--- src/rtl/dac_tx_sequencer.sv ---
// DAC transmit sequencer: IDLE -> SYNC -> ALIGN -> STREAM with underrun recovery.
// Define DAC_UNDERRUN_CNT_EN to add the saturating o_underrun_cnt output.
module dac_tx_sequencer #(
  parameter int unsigned SYNC_CYCLES  = 16,
  parameter int unsigned FRAME_PERIOD = 1024
) (
  input  logic        i_clk,
  input  logic        i_rst_n,
  input  logic        i_enable,
  input  logic        i_s_valid,
  output logic        o_s_ready,
  input  logic [63:0] i_s_data,
  output logic        o_sync,
  output logic        o_frame,
  output logic        o_samples_vld,
  output logic [15:0] o_chan_a_sample_0,
  output logic [15:0] o_chan_a_sample_1,
  output logic [15:0] o_chan_b_sample_0,
  output logic [15:0] o_chan_b_sample_1,
  output logic [2:0]  o_state,
  output logic        o_underrun,
  input  logic        i_clear_underrun
`ifdef DAC_UNDERRUN_CNT_EN
  ,
  output logic [15:0] o_underrun_cnt
`endif
);

  localparam logic [2:0] ST_IDLE     = 3'd0;
  localparam logic [2:0] ST_SYNC     = 3'd1;
  localparam logic [2:0] ST_ALIGN    = 3'd2;
  localparam logic [2:0] ST_STREAM   = 3'd3;
  localparam logic [2:0] ST_UNDERRUN = 3'd4;

  localparam logic [15:0] SYNC_LAST  = 16'(SYNC_CYCLES - 1);
  localparam logic [15:0] FRAME_LAST = 16'(FRAME_PERIOD - 1);

  logic [2:0]  state_q, state_d;
  logic [15:0] sync_cnt_q, sync_cnt_d;
  logic [15:0] frame_cnt_q, frame_cnt_d;
  logic        sync_q, sync_d;
  logic        frame_q, frame_d;
  logic        vld_q, vld_d;
  logic        underrun_q, underrun_d;
  logic [63:0] smp_q, smp_d;

  logic beat_acc;
  logic underrun_evt;
  logic frame_wrap;

  assign o_s_ready    = (state_q == ST_STREAM) && i_enable;
  assign beat_acc     = o_s_ready && i_s_valid;
  assign underrun_evt = o_s_ready && !i_s_valid;
  assign frame_wrap   = beat_acc && (frame_cnt_q == FRAME_LAST);

  // Next-state logic; a low enable overrides every other transition.
  always_comb begin
    state_d     = state_q;
    sync_cnt_d  = sync_cnt_q;
    frame_cnt_d = frame_cnt_q;
    if (!i_enable) begin
      state_d     = ST_IDLE;
      sync_cnt_d  = 16'd0;
      frame_cnt_d = 16'd0;
    end else begin
      case (state_q)
        ST_IDLE: begin
          state_d    = ST_SYNC;
          sync_cnt_d = 16'd0;
        end
        ST_SYNC: begin
          if (sync_cnt_q == SYNC_LAST) begin
            state_d    = ST_ALIGN;
            sync_cnt_d = 16'd0;
          end else begin
            sync_cnt_d = sync_cnt_q + 16'd1;
          end
        end
        ST_ALIGN: begin
          // The ALIGN cycle itself carries frame position 0.
          state_d     = ST_STREAM;
          frame_cnt_d = 16'd1;
        end
        ST_STREAM: begin
          if (i_s_valid) begin
            frame_cnt_d = frame_wrap ? 16'd0 : frame_cnt_q + 16'd1;
          end else begin
            state_d     = ST_UNDERRUN;
            frame_cnt_d = 16'd0;
          end
        end
        ST_UNDERRUN: begin
          if (i_s_valid) state_d = ST_ALIGN;
        end
        default: state_d = ST_IDLE;
      endcase
    end
  end

  // Output registers follow the next state so pulses line up with o_state.
  always_comb begin
    sync_d  = (state_d == ST_SYNC);
    frame_d = (state_d == ST_ALIGN) || frame_wrap;
    vld_d   = beat_acc;
    smp_d   = beat_acc ? i_s_data : 64'd0;
    if (underrun_evt)          underrun_d = 1'b1;
    else if (i_clear_underrun) underrun_d = 1'b0;
    else                       underrun_d = underrun_q;
  end

  always_ff @(posedge i_clk or negedge i_rst_n) begin
    if (!i_rst_n) begin
      state_q     <= ST_IDLE;
      sync_cnt_q  <= 16'd0;
      frame_cnt_q <= 16'd0;
      sync_q      <= 1'b0;
      frame_q     <= 1'b0;
      vld_q       <= 1'b0;
      underrun_q  <= 1'b0;
      smp_q       <= 64'd0;
    end else begin
      state_q     <= state_d;
      sync_cnt_q  <= sync_cnt_d;
      frame_cnt_q <= frame_cnt_d;
      sync_q      <= sync_d;
      frame_q     <= frame_d;
      vld_q       <= vld_d;
      underrun_q  <= underrun_d;
      smp_q       <= smp_d;
    end
  end

`ifdef DAC_UNDERRUN_CNT_EN
  logic [15:0] ucnt_q, ucnt_d;

  // A clear coinciding with a new underrun restarts the count at one.
  always_comb begin
    ucnt_d = ucnt_q;
    if (underrun_evt) begin
      if (i_clear_underrun)       ucnt_d = 16'd1;
      else if (ucnt_q != 16'hFFFF) ucnt_d = ucnt_q + 16'd1;
    end else if (i_clear_underrun) begin
      ucnt_d = 16'd0;
    end
  end

  always_ff @(posedge i_clk or negedge i_rst_n) begin
    if (!i_rst_n) ucnt_q <= 16'd0;
    else          ucnt_q <= ucnt_d;
  end

  assign o_underrun_cnt = ucnt_q;
`endif

  assign o_state           = state_q;
  assign o_sync            = sync_q;
  assign o_frame           = frame_q;
  assign o_samples_vld     = vld_q;
  assign o_underrun        = underrun_q;
  assign o_chan_a_sample_0 = smp_q[15:0];
  assign o_chan_a_sample_1 = smp_q[31:16];
  assign o_chan_b_sample_0 = smp_q[47:32];
  assign o_chan_b_sample_1 = smp_q[63:48];

endmodule

--- config.mk ---
export PLATFORM = sky130hd
export DESIGN_NAME = dac_tx_sequencer
export DESIGN_NICKNAME = d
export VERILOG_FILES = /design/src/rtl/dac_tx_sequencer.sv
export SDC_FILE = /design/constraint.sdc
export NUM_CORES = 1
export LEC_CHECK = 0
export BUFFER_PORTS_ARGS = -buffer_cell sky130_fd_sc_hd__buf_2
export CORE_MARGIN = 3
export CORE_UTILIZATION = 35
export DETAILED_ROUTE_END_ITERATION = 12
export PLACE_DENSITY = 0.56
export SLEW_MARGIN = 25
export SYNTH_ARGS = -nofsm -noshare
export SYNTH_HDL_FRONTEND = slang
export SYNTH_SLANG_ARGS = --single-unit
--- constraint.sdc ---
create_clock -name i_clk -period 2.6 [get_ports i_clk]
set_input_delay 0.78 -clock i_clk [delete_from_list [all_inputs] [get_ports i_clk]]
set_output_delay 0.78 -clock i_clk [all_outputs]
set_load 0.02 [all_outputs]
# Word level (Yosys, flattened, before mapping)
# Index checks and enable logic that the tools add are counted.
# Widths: inputs -> output; s select.
word_totals:
  out_inout_bits: 72
  register_bits: 103
classes:
  n_eq_ne: 10
  n_reduce_logical: 8
  n_mux: 15
  addsub: 2
ops:
  columns: ["cell", "count"]
  rows:
  - ["$mux 16", 5]
  - ["$mux 64", 1]
  - ["$pmux 16 s2", 2]
  - ["$add 16x1->16 const B", 2]
  - ["$eq 16x10->1 const B", 1]
  - ["$eq 16x4->1 const B", 1]
  - ["$pmux 3 s5", 1]
  - ["$mux 3", 4]
  - ["$eq 3x2->1 const B", 3]
  - ["$eq 3x1->1 const B", 2]
  - ["$ne 3x1->1 const B", 2]
  - ["$logic_and 1x1->1", 4]
  - ["$eq 3x3->1 const B", 1]
  - ["$logic_not 3->1", 1]
  - ["$mux 1", 2]
  - ["$reduce_bool 2->1", 1]
  - ["$logic_not 1->1", 1]
  - ["$logic_or 1x1->1", 1]

# Longest topological paths before layout
# Gate-level depths: netlist (run 1).
depth:
  word_depth: 8
  ltp_mapped: 7
  depth_no_buf: 5

# Worst setup path after synthesis (run 1)
# Ideal clock, no wire load.
synth_timing:
  path_type: "input -> output"
  start: "in i_enable"
  end: "out o_s_ready"
  t_required_ns: 1.820
  path_slack_ns: 0.241
  t_arrival_ns: 1.579
  path_stages: 4
  cell_sequence: "clkbuf_1 > clkbuf_1 > nand3_1 > inv_1"
synth_via:
  elab_chain_cells: 1
synth_lines:
  columns: ["element", "line_no", "text"]
  rows:
  - ["start, declared", "9", "input logic i_enable,"]
  - ["$logic_and 1x1->1", "51", "assign o_s_ready = (state_q == ST_STREAM) && i_enable;"]
  - ["end, declared", "11", "output logic o_s_ready,"]
# Every way passes these cells.

# Final worst setup path (run 1)
layout_timing:
  start: "reg state_q[1] (netlist: o_state[1])"
  end: "out o_s_ready"
layout_via:
  elab_chain_cells: 2
layout_lines:
  columns: ["element", "line_no", "text"]
  rows:
  - ["start, declared", "38", "logic [2:0] state_q, state_d;"]
  - ["start signal, assigned", "122", "state_q <= state_d;"]
  - ["$eq 3x2->1", "51", null]
  - ["$logic_and 1x1->1", "51", null]
# Every way passes these cells.

==> impl_metrics.env, run 1 <==
export IMPL_status="finished, final reports clean"
export IMPL_synth_ff_type="dfrtp_1"
export IMPL_final_common_cell="buf_2"
export IMPL_cap_violations=0
export IMPL_grt_pass1_vias=3150
export IMPL_cts_root_buffer="clkbuf_16"
export IMPL_yosysSeqAreaShare_pct=61.00
export IMPL_die_area_mm2=0.01343
export IMPL_yosys_area_top_type="dfrtp_1"
export IMPL_cts_setup_buffers=0
export IMPL_grt_max_degree=59
export IMPL_fillers=1100
export IMPL_die_h_um=115.9
export IMPL_cp_arrival_ps=1660
export IMPL_ir_worst_vdd_mv=0.2720
export IMPL_timing_final_max_slew_violations=0
export IMPL_switchingPower_mw=0.6836
export IMPL_holdWs_ps=283.3
export IMPL_yosys_warnings=0
export IMPL_synth_cells=378
export IMPL_fin_crit_sh_pct=93.73
export IMPL_layout_nets=587
export IMPL_internal_power_mw=2.373
export IMPL_cts_tree="done"
export IMPL_fmax_mhz=410.3
export IMPL_most_common_layout_cells="139 x buf_2, 103 x dfrtp_1, 66 x and2_1, 18 x nand2_1, 17 x a31oi_1"
export IMPL_cp_end_kind="output pin"
export IMPL_antenna_found_initial=0
export IMPL_worstHoldPathType="in2async"
export IMPL_synth_nets=449
export IMPL_detail_route_antenna_nets=0
export IMPL_setup_viol=0
export IMPL_ys_top_cells_by_area="dfrtp_1 61%, and2_1 9.8%, a31oi_1 2.5%, xnor2_1 2.3%, nand3_1 1.9%"
export IMPL_n_antenna_cell=0
export IMPL_max_slew_margin_pct=48.46
export IMPL_clock_skew_ps=4.132
export IMPL_grt_pass1_wl_mm=15.91
export IMPL_min_period_ps=2437
export IMPL_netlist_area_leader_share_pct=61.00
export IMPL_post_cts_resized=0
export IMPL_switching_share_pct=22.37
export IMPL_dp_hpwl_mm=7.209
export IMPL_reg2reg_from="frame_cnt_q[12]"
export IMPL_power_frac_seq_pct=52.8
export IMPL_required_ps=1820
export IMPL_portBuffers=140
export IMPL_cp_max_fo=14
export IMPL_postSynthAreaPerCell_um2=11.18
export IMPL_timing_hold_violations_final=0
export IMPL_worst_setup_path_start_kind="flop"
export IMPL_max_slew_worst_pin_slew_ps=768.0
export IMPL_clk_latency_ps=340
export IMPL_p_comb_share_pct=4.3
export IMPL_track_usage_pct=15.37
export IMPL_path_class="reg2out"
export IMPL_dr_total_vias=3358
export IMPL_wl_per_cell_um=15.31
export IMPL_vias_per_cell=5.057
export IMPL_setup_tns_ps=0
export IMPL_synth_edf_count=0
export IMPL_mappedNetlistArea_mm2=0.004225
export IMPL_row_count=39
export IMPL_dr_pass1_iters=4
export IMPL_start_util_pct=36.38
export IMPL_total_power_mw=3.057
export IMPL_areaGrowthSynthToFinish_pct=27.63
export IMPL_core_area_mm2=0.01161
export IMPL_cts_buffers=9
export IMPL_ff2ff_setup_slack_ps=360
export IMPL_ios=141
export IMPL_leakage_nw=2.763
export IMPL_clock_sinks=103
export IMPL_clockPowerShare_pct=42.9
export IMPL_drt_total_wl_mm=10.17
export IMPL_htreeDepth=3
export IMPL_overflow=0
export IMPL_ys_ff_latch=103
export IMPL_drtIter0Drc=202
export IMPL_drc=0
export IMPL_r2r_end="frame_cnt_q[4]"
export IMPL_cts_hold_buffers=0
export IMPL_cts_buffer_depth=2
export IMPL_drive_gt1_share_pct=32.82
export IMPL_clkTransAtPathRegs_ps=70
export IMPL_power_density_mw_per_mm2=566.8
export IMPL_rsz0062_at_grt="no"
export IMPL_ff2ff_path_depth=4
export IMPL_gp_congestion=0.8028
export IMPL_synth_cell_types=46
export IMPL_synth_async_sr_flop_share_pct=100.0
export IMPL_die_w_um=115.9
[routing by layer]
layer / part of all wire (%) / routed length [um] / global-route usage [%] / up-vias
met5: 0 / 0 / 0 / -
met4: 2.9 / 292 / 8.198 / 0
met3: 6.7 / 679 / 4.386 / 19
met2: 49 / 5001 / 23.25 / 117
met1: 41 / 4192 / 19.99 / 1623
li1: - / - / - / 1599
[area by class of cell]
class | instances | area, um^2 | share of cell area (%)
Clock inverter | 5 | 38.79 | 0.7193
Inverter | 10 | 37.54 | 0.6961
Multi-Input combinational cell | 244 | 1519 | 28.17
Timing Repair Buffer | 148 | 788.3 | 14.62
Sequential cell | 103 | 2577 | 47.80
Tap cell | 143 | 178.9 | 3.318
Clock buffer | 11 | 252.7 | 4.687
[worst max path at each step]
stage / start / endpoint / slack [ps] / cells past startpoint
floorplan: i_enable / o_s_ready / 240 / 4
global placement: i_enable / o_s_ready / 450 / 4
detailed placement: frame_cnt_q[12] / frame_cnt_q[7] / 390 / 4
CTS: o_state[1] / o_s_ready / 130 / 4
global route: o_state[1] / o_s_ready / 10 / 4
finish: o_state[1] / o_s_ready / 160 / 4
[power groups by stage]
stage | Combinational, mW | Clock, mW | Sequential [mW]
6_report | 0.130 | 1.31 | 1.61
5_1_grt | 0.150 | 1.43 | 1.61
4_1_cts | 0.134 | 1.37 | 1.61
3_5_place_dp | 0.134 | 0 | 1.64
3_3_place_gp | 0.133 | 0 | 1.64
2_1_floorplan | 0.0342 | 0 | 1.65
[critical path: stages, from the launching register on]
cell and delay (ps):
dfrtp_1 600, nor2b_1 270, nand3_1 180, inv_1 90, buf_2 170
[through the flow]
| step | util (%) | worst slack, ps | cell area [um^2] | cells |
|---|---|---|---|---|
| 2_1_floorplan | - | 241.3 | 4225 | 378 |
| 6_report | 46.43 | 163.0 | 5393 | 664 |
| 3_3_place_gp | 43.92 | 448.0 | 5101 | 648 |
| 5_1_grt | 46.43 | 14.15 | 5393 | 664 |
| 3_5_place_dp | 43.92 | 385.0 | 5101 | 648 |
| 4_1_cts | 46.43 | 134.6 | 5393 | 664 |
[registers in the layout (all words and copies together), names as in the netlist]
name / count
o_sync: 1
frame_cnt_q: 16
o_underrun: 1
o_samples_vld: 1
smp_q: 64
o_frame: 1
o_state: 3
sync_cnt_q: 16
[logic make-up after synthesis]
kind of cell | share of synthesized area (%)
and+or+nand+nor | 22.71
DFF | 61.00
AOI/OAI and AO/OA | 10.13
buffers and inverters | 3.050
xor gates and xnor gates | 2.280
adders and majority gates | 0.5921
muxes | 0.2369
[cell usage after synthesis, types with 4 or more instances]
library cell / number
nand3b_1: 4
dfrtp_1: 103
nor2_1: 16
a21oi_1: 8
inv_1: 10
nand3_1: 16
and2_1: 66
a211oi_1: 4
nand4_1: 11
nor4_1: 7
clkbuf_1: 18
xnor2_1: 11
nor3_1: 8
nand2_1: 18
a31oi_1: 17
nor2b_1: 4
o21ai_0: 8
(Power assumes the default switching activity.)
==> run 2, diff against run 1 <==
--- a/config.mk
+++ b/config.mk
@@ -5,7 +5,7 @@
 export SDC_FILE = /design/constraint.sdc
 export NUM_CORES = 1
 export LEC_CHECK = 0
-export BUFFER_PORTS_ARGS = -buffer_cell sky130_fd_sc_hd__buf_2
+export BUFFER_PORTS_ARGS = -buffer_cell sky130_fd_sc_hd__buf_4
 export CORE_MARGIN = 3
 export CORE_UTILIZATION = 35
 export DETAILED_ROUTE_END_ITERATION = 12
==> run 2 against run 1 <==
Compared with the run above: combinational power grew 25%; wire length rose by 2.1%; clock skew is 2.5 ps higher; sequential cell count is the same; critical path depth did not move; maximum frequency rose by 4.4%; count of clock-buffer cells in the layout unchanged; register-to-register slack improved by 20 ps; cell count increased by 0.15%; sequential power about the same; utilization increased by 3.0 points; setup slack improved by 100 ps; critical path type unchanged; largest power group unchanged.
==> impl_metrics.env, run 2 (synthesis gave the netlist of run 1 again) <==
export IMPL_cts_root_buffer="clkbuf_16"
export IMPL_dp_hpwl_mm=7.442
export IMPL_post_cts_resized=0
export IMPL_place_area_mm2=0.005464
export IMPL_clk_latency_ps=340
export IMPL_grt_pass1_wl_mm=15.97
export IMPL_cts_tree="done"
export IMPL_setup_tns_ps=0
export IMPL_switching_share_pct=21.77
export IMPL_most_common_layout_cells="148 x buf_4, 103 x dfrtp_1, 66 x and2_1, 18 x nand2_1, 17 x a31oi_1"
export IMPL_internal_power_mw=2.371
export IMPL_fin_area_mm2=0.005738
export IMPL_max_slew_margin_pct=51.76
export IMPL_largest_register="smp_q"
export IMPL_portBuffers=140
export IMPL_clkTransAtPathRegs_ps=70
export IMPL_cts_hold_buffers=0
export IMPL_final_common_cell="buf_4"
export IMPL_max_slew_worst_pin_slew_ps=718.7
export IMPL_grt_pass1_vias=3025
export IMPL_power_density_mw_per_mm2=528.1
export IMPL_grt_max_degree=75
export IMPL_holdWs_ps=403.0
export IMPL_status="finished, final reports clean"
export IMPL_areaGrowthSynthToFinish_pct=35.80
export IMPL_overflow=0
export IMPL_min_period_ps=2334
export IMPL_detail_route_antenna_nets=0
export IMPL_drc=0
export IMPL_clock_skew_ps=6.616
export IMPL_worstHoldPathType="in2async"
export IMPL_row_count=39
export IMPL_timing_hold_violations_final=0
export IMPL_dr_total_vias=3320
export IMPL_gp_congestion=0.8467
export IMPL_core_area_mm2=0.01161
export IMPL_antenna_found_initial=0
export IMPL_die_h_um=115.9
export IMPL_drive_gt1_share_pct=32.76
export IMPL_ir_worst_vdd_mv=0.2703
export IMPL_rsz0062_at_grt="no"
export IMPL_start_util_pct=36.38
export IMPL_clock_sinks=103
export IMPL_fmax_mhz=428.4
export IMPL_die_area_mm2=0.01343
export IMPL_largest_reg_flops=64
export IMPL_required_ps=1820
export IMPL_cap_violations=0
export IMPL_p_comb_share_pct=5.3
export IMPL_ios=141
export IMPL_cp_end_kind="output pin"
export IMPL_cp_max_fo=14
export IMPL_layout_nets=589
export IMPL_dp_cells=650
export IMPL_wl_per_cell_um=15.62
export IMPL_cts_setup_buffers=0
export IMPL_vias_per_cell=4.992
export IMPL_die_w_um=115.9
export IMPL_drt_total_wl_mm=10.38
export IMPL_path_class="reg2out"
export IMPL_fin_crit_sh_pct=89.78
export IMPL_timing_final_max_slew_violations=0
export IMPL_total_power_mw=3.031
export IMPL_leakage_nw=2.816
export IMPL_drtIter0Drc=190
export IMPL_dr_pass1_iters=5
export IMPL_clockPowerShare_pct=41.4
export IMPL_power_frac_seq_pct=53.3
export IMPL_track_usage_pct=15.40
export IMPL_cp_arrival_ps=1550
export IMPL_setup_viol=0
export IMPL_cts_buffer_depth=2
export IMPL_worst_setup_path_start_kind="flop"
export IMPL_switchingPower_mw=0.6596
export IMPL_reg_top3="smp_q x64, frame_cnt_q x16, sync_cnt_q x16"
export IMPL_cts_buffers=9
export IMPL_n_antenna_cell=0
export IMPL_layoutNonFillerInstCount=665
export IMPL_htreeDepth=3
[run 2: changes by cell type in the layout (fill, tap and decap cells not counted), sizes merged]
cell	delta
clkinv	+1
clkinvlp	-1
buf	+2
inv	-1
[run 2: worst max-delay path: stages, from the launching register on]
cell and delay, ps:
dfrtp_1 580, nor2b_1 260, nand3_1 150, inv_1 80
buf_4 140
[run 2: per-layer routing]
| layer | routed length (um) | track usage (%) | up-vias | part of all wire [%] |
|---|---|---|---|---|
| met2 | 4870 | 22.32 | 128 | 47 |
| met3 | 706 | 3.969 | 26 | 6.8 |
| li1 | - | - | 1604 | - |
| met5 | 0 | 0 | - | 0 |
| met4 | 427 | 9.358 | 0 | 4.1 |
| met1 | 4379 | 20.67 | 1562 | 42 |
[run 2: cell type report]
class                   count  area [um^2]
well taps                 143        178.9
clock inverters             4        31.28
flip-flops and latches    103         2577
repair buffers            150         1151
multi-input cells         244         1519
fillers                  1052         5876
clock buffers              11        242.7
inverters                  10        37.54
[run 2: power by group through the flow]
stage / clock network [mW] / logic, mW / registers [mW]
after floorplan: 0 / 0.0342 / 1.65
after global placement: 0 / 0.163 / 1.65
after detailed placement: 0 / 0.165 / 1.65
after CTS: 1.32 / 0.166 / 1.61
after global routing: 1.38 / 0.182 / 1.61
final: 1.25 / 0.162 / 1.61
[run 2: stage by stage]
step	utilization (%)	setup slack (ps)
2_1_floorplan	-	241.3
3_3_place_gp	47.05	434.7
3_5_place_dp	47.05	384.2
4_1_cts	49.41	224.8
5_1_grt	49.41	104.6
6_report	49.41	265.6
[run 2: path summary, 6_finish.rpt]
path / startpoint / end / slack, ps / cells past startpoint
worst max-delay path: o_state[1] / o_s_ready / 270 / 4
worst min-delay path: i_rst_n / sync_cnt_q[3] / 400 / 1
worst max register to register: frame_cnt_q[12] / frame_cnt_q[4] / 380 / 4
worst min register to register: sync_cnt_q[13] / sync_cnt_q[13] / 510 / 1
max in group asynchronous: i_rst_n / smp_q[48] / 1560 / 2
min in group i_clk: sync_cnt_q[13] / sync_cnt_q[13] / 510 / 1
